==> src/rtl/apb_cmd_master.sv <==
// apb_cmd_master: command-to-APB master with registered bus outputs, back-to-back issue and an ACCESS-phase timeout.
module apb_cmd_master #(
  parameter int TIMEOUT = 16,
  parameter int ADDR_W  = 12
) (
  input  logic              sys_clk,
  input  logic              sys_rst,
  input  logic              cmd_valid,
  output logic              cmd_ready,
  input  logic              cmd_write,
  input  logic [ADDR_W-1:0] cmd_addr,
  input  logic [31:0]       cmd_wdata,
  input  logic [3:0]        cmd_strb,
  output logic              rsp_valid,
  output logic [31:0]       rsp_rdata,
  output logic              rsp_err,
  output logic              rsp_timeout,
  output logic              tim_psel,
  output logic              tim_penable,
  output logic              tim_pwrite,
  output logic [ADDR_W-1:0] tim_paddr,
  output logic [31:0]       tim_pwdata,
  output logic [3:0]        tim_pstrb,
  input  logic              tim_pready,
  input  logic              tim_pslverr,
  input  logic [31:0]       tim_prdata
);
  typedef enum logic [1:0] {IDLE, SETUP, ACCESS} state_t;
  state_t r_state, w_state;
  logic r_psel, w_psel, r_pen, w_pen, r_pwrite, w_pwrite;
  logic [ADDR_W-1:0] r_paddr, w_paddr;
  logic [31:0] r_pwdata, w_pwdata, r_rdata, w_rdata;
  logic [3:0] r_pstrb, w_pstrb;
  logic [7:0] r_cnt, w_cnt, w_inc;
  logic r_rv, w_rv, r_err, w_err, r_to, w_to;
  logic w_acc, w_done, w_tmo;
  assign cmd_ready = !sys_rst && (r_state == IDLE || (r_state == ACCESS && tim_pready));
  assign w_acc = cmd_valid && cmd_ready;
  assign w_done = r_state == ACCESS && tim_pready;
  assign w_inc = (r_cnt == 8'hFF) ? r_cnt : r_cnt + 8'd1;
  assign w_tmo = r_state == ACCESS && !tim_pready && TIMEOUT != 0 && 32'(w_inc) >= TIMEOUT;
  always_comb begin
    w_state = r_state;
    w_psel = r_psel;
    w_pen = r_pen;
    w_pwrite = r_pwrite;
    w_paddr = r_paddr;
    w_pwdata = r_pwdata;
    w_pstrb = r_pstrb;
    w_cnt = r_cnt;
    w_rv = 1'b0;
    w_to = 1'b0;
    w_err = r_err;
    w_rdata = r_rdata;
    if (r_state == SETUP) begin
      w_pen = 1'b1;
      w_state = ACCESS;
    end
    if (r_state == ACCESS && !tim_pready) w_cnt = w_inc;
    // Completion and abort both release the bus; a new accept below overrides it.
    if (w_done || w_tmo) begin
      w_state = IDLE;
      w_psel = 1'b0;
      w_pen = 1'b0;
      w_pwrite = 1'b0;
      w_paddr = '0;
      w_pwdata = '0;
      w_pstrb = '0;
      w_rv = 1'b1;
      w_to = w_tmo;
      w_err = w_tmo || tim_pslverr;
      w_rdata = (w_done && !r_pwrite && !tim_pslverr) ? tim_prdata : 32'd0;
    end
    if (w_acc) begin
      w_state = SETUP;
      w_psel = 1'b1;
      w_pen = 1'b0;
      w_pwrite = cmd_write;
      w_paddr = cmd_addr;
      w_pwdata = cmd_wdata;
      w_pstrb = cmd_write ? cmd_strb : 4'd0;
      w_cnt = '0;
    end
  end
  always_ff @(posedge sys_clk or posedge sys_rst) begin
    if (sys_rst) begin
      r_state <= IDLE;
      r_psel <= 1'b0;
      r_pen <= 1'b0;
      r_pwrite <= 1'b0;
      r_paddr <= '0;
      r_pwdata <= '0;
      r_pstrb <= '0;
      r_cnt <= '0;
      r_rv <= 1'b0;
      r_to <= 1'b0;
      r_err <= 1'b0;
      r_rdata <= '0;
    end else begin
      r_state <= w_state;
      r_psel <= w_psel;
      r_pen <= w_pen;
      r_pwrite <= w_pwrite;
      r_paddr <= w_paddr;
      r_pwdata <= w_pwdata;
      r_pstrb <= w_pstrb;
      r_cnt <= w_cnt;
      r_rv <= w_rv;
      r_to <= w_to;
      r_err <= w_err;
      r_rdata <= w_rdata;
    end
  end
  assign tim_psel = r_psel;
  assign tim_penable = r_pen;
  assign tim_pwrite = r_pwrite;
  assign tim_paddr = r_paddr;
  assign tim_pwdata = r_pwdata;
  assign tim_pstrb = r_pstrb;
  assign rsp_valid = r_rv;
  assign rsp_timeout = r_to;
  assign rsp_err = r_err;
  assign rsp_rdata = r_rdata;
endmodule

==> config.mk <==
export PLATFORM = sky130hd
export DESIGN_NAME = apb_cmd_master
export DESIGN_NICKNAME = d
export VERILOG_FILES = /design/src/rtl/apb_cmd_master.sv
export SDC_FILE = /design/constraint.sdc
export NUM_CORES = 1
export LEC_CHECK = 0
export BUFFER_PORTS_ARGS = -buffer_cell sky130_fd_sc_hd__buf_2
export CORE_ASPECT_RATIO = 1.25
export CORE_MARGIN = 1
export CORE_UTILIZATION = 41
export DETAILED_ROUTE_END_ITERATION = 10
export PLACE_DENSITY_LB_ADDON = 0.3
export SYNTH_ARGS = -nofsm -noshare
export SYNTH_HDL_FRONTEND = slang
export SYNTH_SLANG_ARGS = --single-unit
==> constraint.sdc <==
create_clock -name sys_clk -period 3.6 [get_ports sys_clk]
set_clock_uncertainty 0.05 [all_clocks]
set_input_delay 0 -clock sys_clk [delete_from_list [all_inputs] [get_ports sys_clk]]
set_output_delay 0 -clock sys_clk [all_outputs]
set_load 0.01 [all_outputs]
# Word-level counts from Yosys, hierarchy flattened
# Cells that the tools add are included.
[totals]
inputBits = 86
reg_bits = 96
out_inout_bits = 87
elab_cells = 57
[op_classes]
addsub = 1
eq_ne = 3
n_lt_le_gt_ge = 1
reduce_logical = 18
n_mux = 22
[ops]
columns = ["cell", "count"]
rows = [
  ["$mux W32", 3],
  ["$mux W12", 2],
  ["$mux W8", 3],
  ["$mux W4", 3],
  ["$add A8 B1 Y8 const B", 1],
  ["$eq A8 B8 Y1 const B", 1],
  ["$ge A8 B5 Y1 const B", 1],
  ["$mux W1", 8],
  ["$logic_and A1 B1 Y1", 7],
  ["$mux W2", 3],
  ["$logic_not A1 Y1", 4],
  ["$reduce_bool A2 Y1", 2],
  ["$logic_or A1 B1 Y1", 3],
  ["$reduce_bool A3 Y1", 1],
  ["$eq A2 B1 Y1 const B", 1],
  ["$eq A2 B2 Y1 const B", 1],
  ["$logic_not A2 Y1", 1],
]

# Logic depth before layout (Yosys ltp)
[depth]
ltp_word = 7
depth_mapped = 8
ltp_nobuf = 6

# Worst setup path after synthesis
# No wires, ideal clock.
[synth_path]
path_kind = "input port to flip-flop"
startpoint = "input sys_rst"
endpoint = "register r_psel (netlist: tim_psel)"
t_required_ps = 3465
arrival_time_ps = 2387
path_slack_ps = 1078
path_buffers = 0
path_stages = 3
setup_ps = 85
cell_sequence = "inv_1 -> a31oi_1 -> o2bb2ai_1"
[synth_via]
elab_chain_len = 4
elab_cells_between_ends = 5
classes_between = "mux: 1; reduce/logical: 4"
[synth_rtl]
columns = ["element", "line", "source"]
rows = [
  ["from (decl)", "7", "input logic sys_rst,"],
  ["$logic_not A1 Y1 (no line) *", "--", ""],
  ["$logic_and A1 B1 Y1 *", "37", "assign cmd_ready = !sys_rst && (r_state == IDLE || (r_state == ACCESS && tim_pready));"],
  ["$logic_and A1 B1 Y1 *", "38", "assign w_acc = cmd_valid && cmd_ready;"],
  ["$mux W1 or $reduce_bool A2 Y1 (tied branches)", "--", ""],
  ["to (signal assigned)", "101", "r_psel <= w_psel;"],
  ["to (decl)", "30", "logic r_psel, w_psel, r_pen, w_pen, r_pwrite, w_pwrite;"],
]
# Every way passes the cells marked *; elsewhere a longest branch is shown, timed or not.
# A chain may end at the register's enable or synchronous reset.

# Worst setup path in the final report
[layout_path]
startpoint = "input tim_pready"
endpoint = "register r_pstrb[3] (netlist: tim_pstrb[3])"
[layout_via]
elab_chain_len = 5
elab_cells_between_ends = 10
classes_between = "mux: 1; reduce/logical: 9"
[layout_rtl]
columns = ["element", "line", "source"]
rows = [
  ["from (decl)", "24", "input logic tim_pready,"],
  ["$logic_and A1 B1 Y1 or $logic_not A1 Y1 (tied branches)", "37, 39, 41", ""],
  ["$logic_or A1 B1 Y1 or $logic_and A1 B1 Y1 (tied branches)", "37, 41", ""],
  ["$logic_and A1 B1 Y1 (on tied branches)", "37, 41", ""],
  ["$logic_and A1 B1 Y1 or $logic_or A1 B1 Y1 (tied branches)", "38, 61", ""],
  ["$mux W4 or $reduce_bool A2 Y1 (tied branches)", "--", ""],
  ["to (signal assigned)", "106", "r_pstrb <= w_pstrb;"],
  ["to (decl)", "33", "logic [3:0] r_pstrb, w_pstrb;"],
]
# Several ways; a longest one is shown, not always the timed one.

==> results by stage <==
Status:
- The flow ran to the end, and the final reports show no timing, DRC or antenna violations.

Clocking:
- The post-CTS setup repair buffer count is 0.
- For this design, the sink count on the clock tree is 95.
- In this run, post-CTS hold repair placed 85 buffers.
- Counting the buffers created by CTS gives 9.
- The library cell used as clock root buffer is clkbuf_16.
- The longest clock path from root to sink contains 2 buffers.
- The CTS tree is done.
- After clock tree synthesis, the repair step resized 0 gates.
- The clock-pin slew of the registers on the worst-case setup and hold paths is approximately 0.070 ns.
- The clock reaches the later pin of the worst-skew pair after 0.34 ns.
- The H-tree level count is 3.

Routing:
- In the routed design, unresolved DRC markers number 0.
- Before antenna repair, the detailed router went through 4 iterations.
- The average vias per placed instance is 5.06.
- Detailed routing inserted a total of 3778 vias.
- Summed over all layers, the routed wires come to 11600 um.
- The number of DRC markers in iteration 0 is 189.
- The count of antenna-violating nets left after detailed routing is 0.
- The routed length per placed instance is around 15 um.

Timing:
- Derived from the worst setup path, the maximum achievable clock frequency is 0.463 GHz.
- The worst path needs 2.16 ns of the cycle, external delays included.
- The headroom to the max-slew limit is 43.8%.
- Setup repair after global routing left no endpoint under its margin.
- The final count of pins violating max slew came to 0.
- Setup violations remaining at the end of the flow were counted as 0.
- The final clock period utilization by the worst path is 60.0%.
- The actual slew at the worst max-slew pin is 0.844 ns.
- For the final routed database, the setup TNS stands at 0 ns.
- The total count of hold-check failures in the final report is 0.

Placed design:
- The congestion estimate from routability-driven global placement came to 0.813.
- The number of I/O port buffers is around 170.
- The post-DP HPWL is 6540 um.
- Summing all placed instances gives a cell area of 0.00487 mm^2.

Synthesis:
- In the synthesized netlist the dominant register cell turns out to be dfrtp_1.
- The post-synthesis async set-or-reset flop share is 100%.
- The mean cell area of the mapped netlist is 10.7 um^2.
- Counting flops with a built-in enable in the synthesized netlist gives 0.
- The share of synthesized area in the top cell type comes to 60.1%.
- The number of synthesis warnings is 0.
- By count the netlist is led by nand2_1 (96), dfrtp_1 (95), a21oi_1 (48).
- After technology mapping, the gate count stands at approximately 370.
- The number of unique standard cell types used by synthesis is 41.
- After synthesis the netlist holds a flip-flop and latch count of 95.
- The most used standard cell by instance count after synthesis is nand2_1.
- The summed instance area of the synthesized netlist is 0.00395 mm^2.
- The cell taking the most area after synthesis is dfrtp_1.
- By area the synthesized netlist is led by dfrtp_1 (60%), nand2_1 (9.1%), a22o_1 (6.4%).
- The number of nets in the synthesized netlist is 458.
- Of the synthesized area, sequential elements account for 60.1%.

Floorplan:
- The floorplan row count is 39.
- The area of the placeable core is 0.00927 mm^2.
- approximately 170 I/O pins were placed.
- The floorplan step defined a die boundary enclosing 0.0100 mm^2.
- Once the floorplan was initialized, standard cells occupied 42.6% of the core.
- The die is roughly 110 um tall.
- Measured along the x axis, the die boundary spans 89.8 um.

Power and ir drop:
- Dividing total power by cell area gives a power density of 674 mW/mm^2.
- Cell internal power was estimated by the tool at around 2600 uW.
- Of the total power, the share spent switching nets is 34.7%.
- For this design the total switching power over the nets is roughly 1400 uW.
- IR analysis of the VDD net gives a maximum drop of 0.000348 V.
- The power share of the combinational group is 35.5%.
- The clock network accounts for 21.8% of the total power.
- The total leakage power is 0.00311 uW.
- Sequential cells burn ~43% of the power.

Cells and area:
- The antenna cell count is 0.
- For this run, the post-layout net count is 706.
- Cells with a size suffix above 1 make up between 30% and 40% of the layout.
- Summing all non-filler instances in the final layout gives an area of 0.00599 mm^2.
- The area growth from synthesis to layout is 51.6%.
- The fill cell instance count of the final layout is 737.

Job:
- Max-cap violations in this run came to 0.

Setup path:
- The critical path capture point type is a register.
- The critical path launch point type is a primary input.
- At the worst endpoint, the arrival time is ~2.4 ns.
- The critical path goes through dlygate4sd3_1 > buf_2 > nor2b_1 > nor3_2 > and2_2 > buf_4 > and3_1 > a211o_1.
- Of all nets on the critical path, the largest fanout is 28.
- The critical path's slowest cell is dlygate4sd3_1.
- The largest incremental delay on the critical path is 0.54 ns.
- At the worst endpoint, the required time is 3.83 ns.
- The critical path class is in -> reg.

Global routing:
- The initial antenna violation count is 0.
- The combined global-route utilization of all metal layers is 23.9%.
- Entering global routing, the biggest net connects 71 pins.
- The global route total overflow is 0.
- The via count of the first global-routing pass is roughly 3900.
- The first global-routing pass estimated 19100 um of wire.

Hold path:
- The type of the worst min-delay path is in -> reg.
-- logic make-up (layout without fill, tap and decap cells) --
logic type / after synthesis / after routing / synth area share (%)
flops: 95 / 95 / 60.1
xor+xnor: 1 / 1 / 0.222
compound gates: 99 / 99 / 18.0
fa+ha+maj: 1 / 1 / 0.316
buf+inv: 29 / 282 / 4.24
mux: 2 / 2 / 0.506
simple gates: 144 / 144 / 16.6
-- layer usage --
metal  GRT usage [%]  routed length, um  up-vias
met5               0                  0        -
met4            11.0                190        0
met3            6.35                758       20
met2            40.8               5800      160
met1            28.1               4820     1818
li1                -                  -     1780
-- power groups by stage --
stage,combinational (uW),clock (uW),sequential (uW)
floorplan,572,0,1910
global placement,1310,0,1710
detailed placement,1340,0,1730
CTS,1420,910,1710
global route,1560,952,1780
finish,1430,880,1730
-- cell usage in the layout, fill, tap and decap left out, drive strengths merged, types with 2 or more instances in the layout --
cell and n:
dlygate4sd3 85, nand3 5, a21o 2, a21oi 48, nand2 96, nor2 12, clkinv 3, dfrtp 95
nor4 2, a211oi 2, buf 178, inv 4, nand2b 5, and3 11, o21ai 3, a311oi 2
nor2b 4, a22o 32, clkbuf 11, nor3 5, mux2i 2, a211o 4, nand4 3
-- state kept, by name, indices dropped and copies added, names as in the netlist --
name,flops
r_cnt,8
r_state,2
rsp_err,1
rsp_rdata,32
rsp_timeout,1
rsp_valid,1
tim_paddr,12
tim_psel,1
tim_pstrb,4
tim_pwdata,32
tim_pwrite,1
-- final cells by class --
class                           count  area, um^2  area share, %
Tap cell                          123         154           2.57
Inverter                            3        13.8          0.230
Clock inverter                      5        31.3          0.522
Clock buffer                       11         243           4.05
Multi-Input combinational cell    247        1420           23.7
Sequential cell                    95        2380           39.7
Timing Repair Buffer              263        1760           29.3
-- worst paths after layout --
check | cells past startpoint | slack [ns] | end | from
min in group asynchronous | 3 | 0.38 | tim_pstrb[0]$_DFFE_PP0P_ | sys_rst
min | 3 | 0.37 | rsp_rdata[1]$_DFFE_PP0P_ | tim_prdata[1]
min reg2reg | 1 | 0.45 | rsp_rdata[1]$_DFFE_PP0P_ | rsp_rdata[1]$_DFFE_PP0P_
max reg2reg | 7 | 1.46 | rsp_rdata[21]$_DFFE_PP0P_ | r_cnt[0]$_DFFE_PP0P_
max in group asynchronous | 4 | 2.30 | rsp_rdata[26]$_DFFE_PP0P_ | sys_rst
max | 8 | 1.44 | tim_pstrb[3]$_DFFE_PP0P_ | tim_pready
-- critical path: cells and delay by family --
family | cells | cell delay (ns)
and+or+nand+nor | 4 | 1.06
buffers and inverters | 3 | 1.21
AOI/OAI and AO/OA | 1 | 0.10
-- metrics by stage --
stage	instances	power (uW)	hold slack, ns	setup slack (ns)	utilization, %
2_1_floorplan	371	2480	-0.00988	1.05	-
3_3_place_gp	646	3020	0.168	1.56	52.5
3_5_place_dp	646	3070	0.170	1.47	52.5
4_1_cts	747	4040	0.348	1.46	64.6
5_1_grt	747	4290	0.367	1.32	64.6
6_report	747	4040	0.371	1.44	64.6
(Power assumes the default switching activity.)
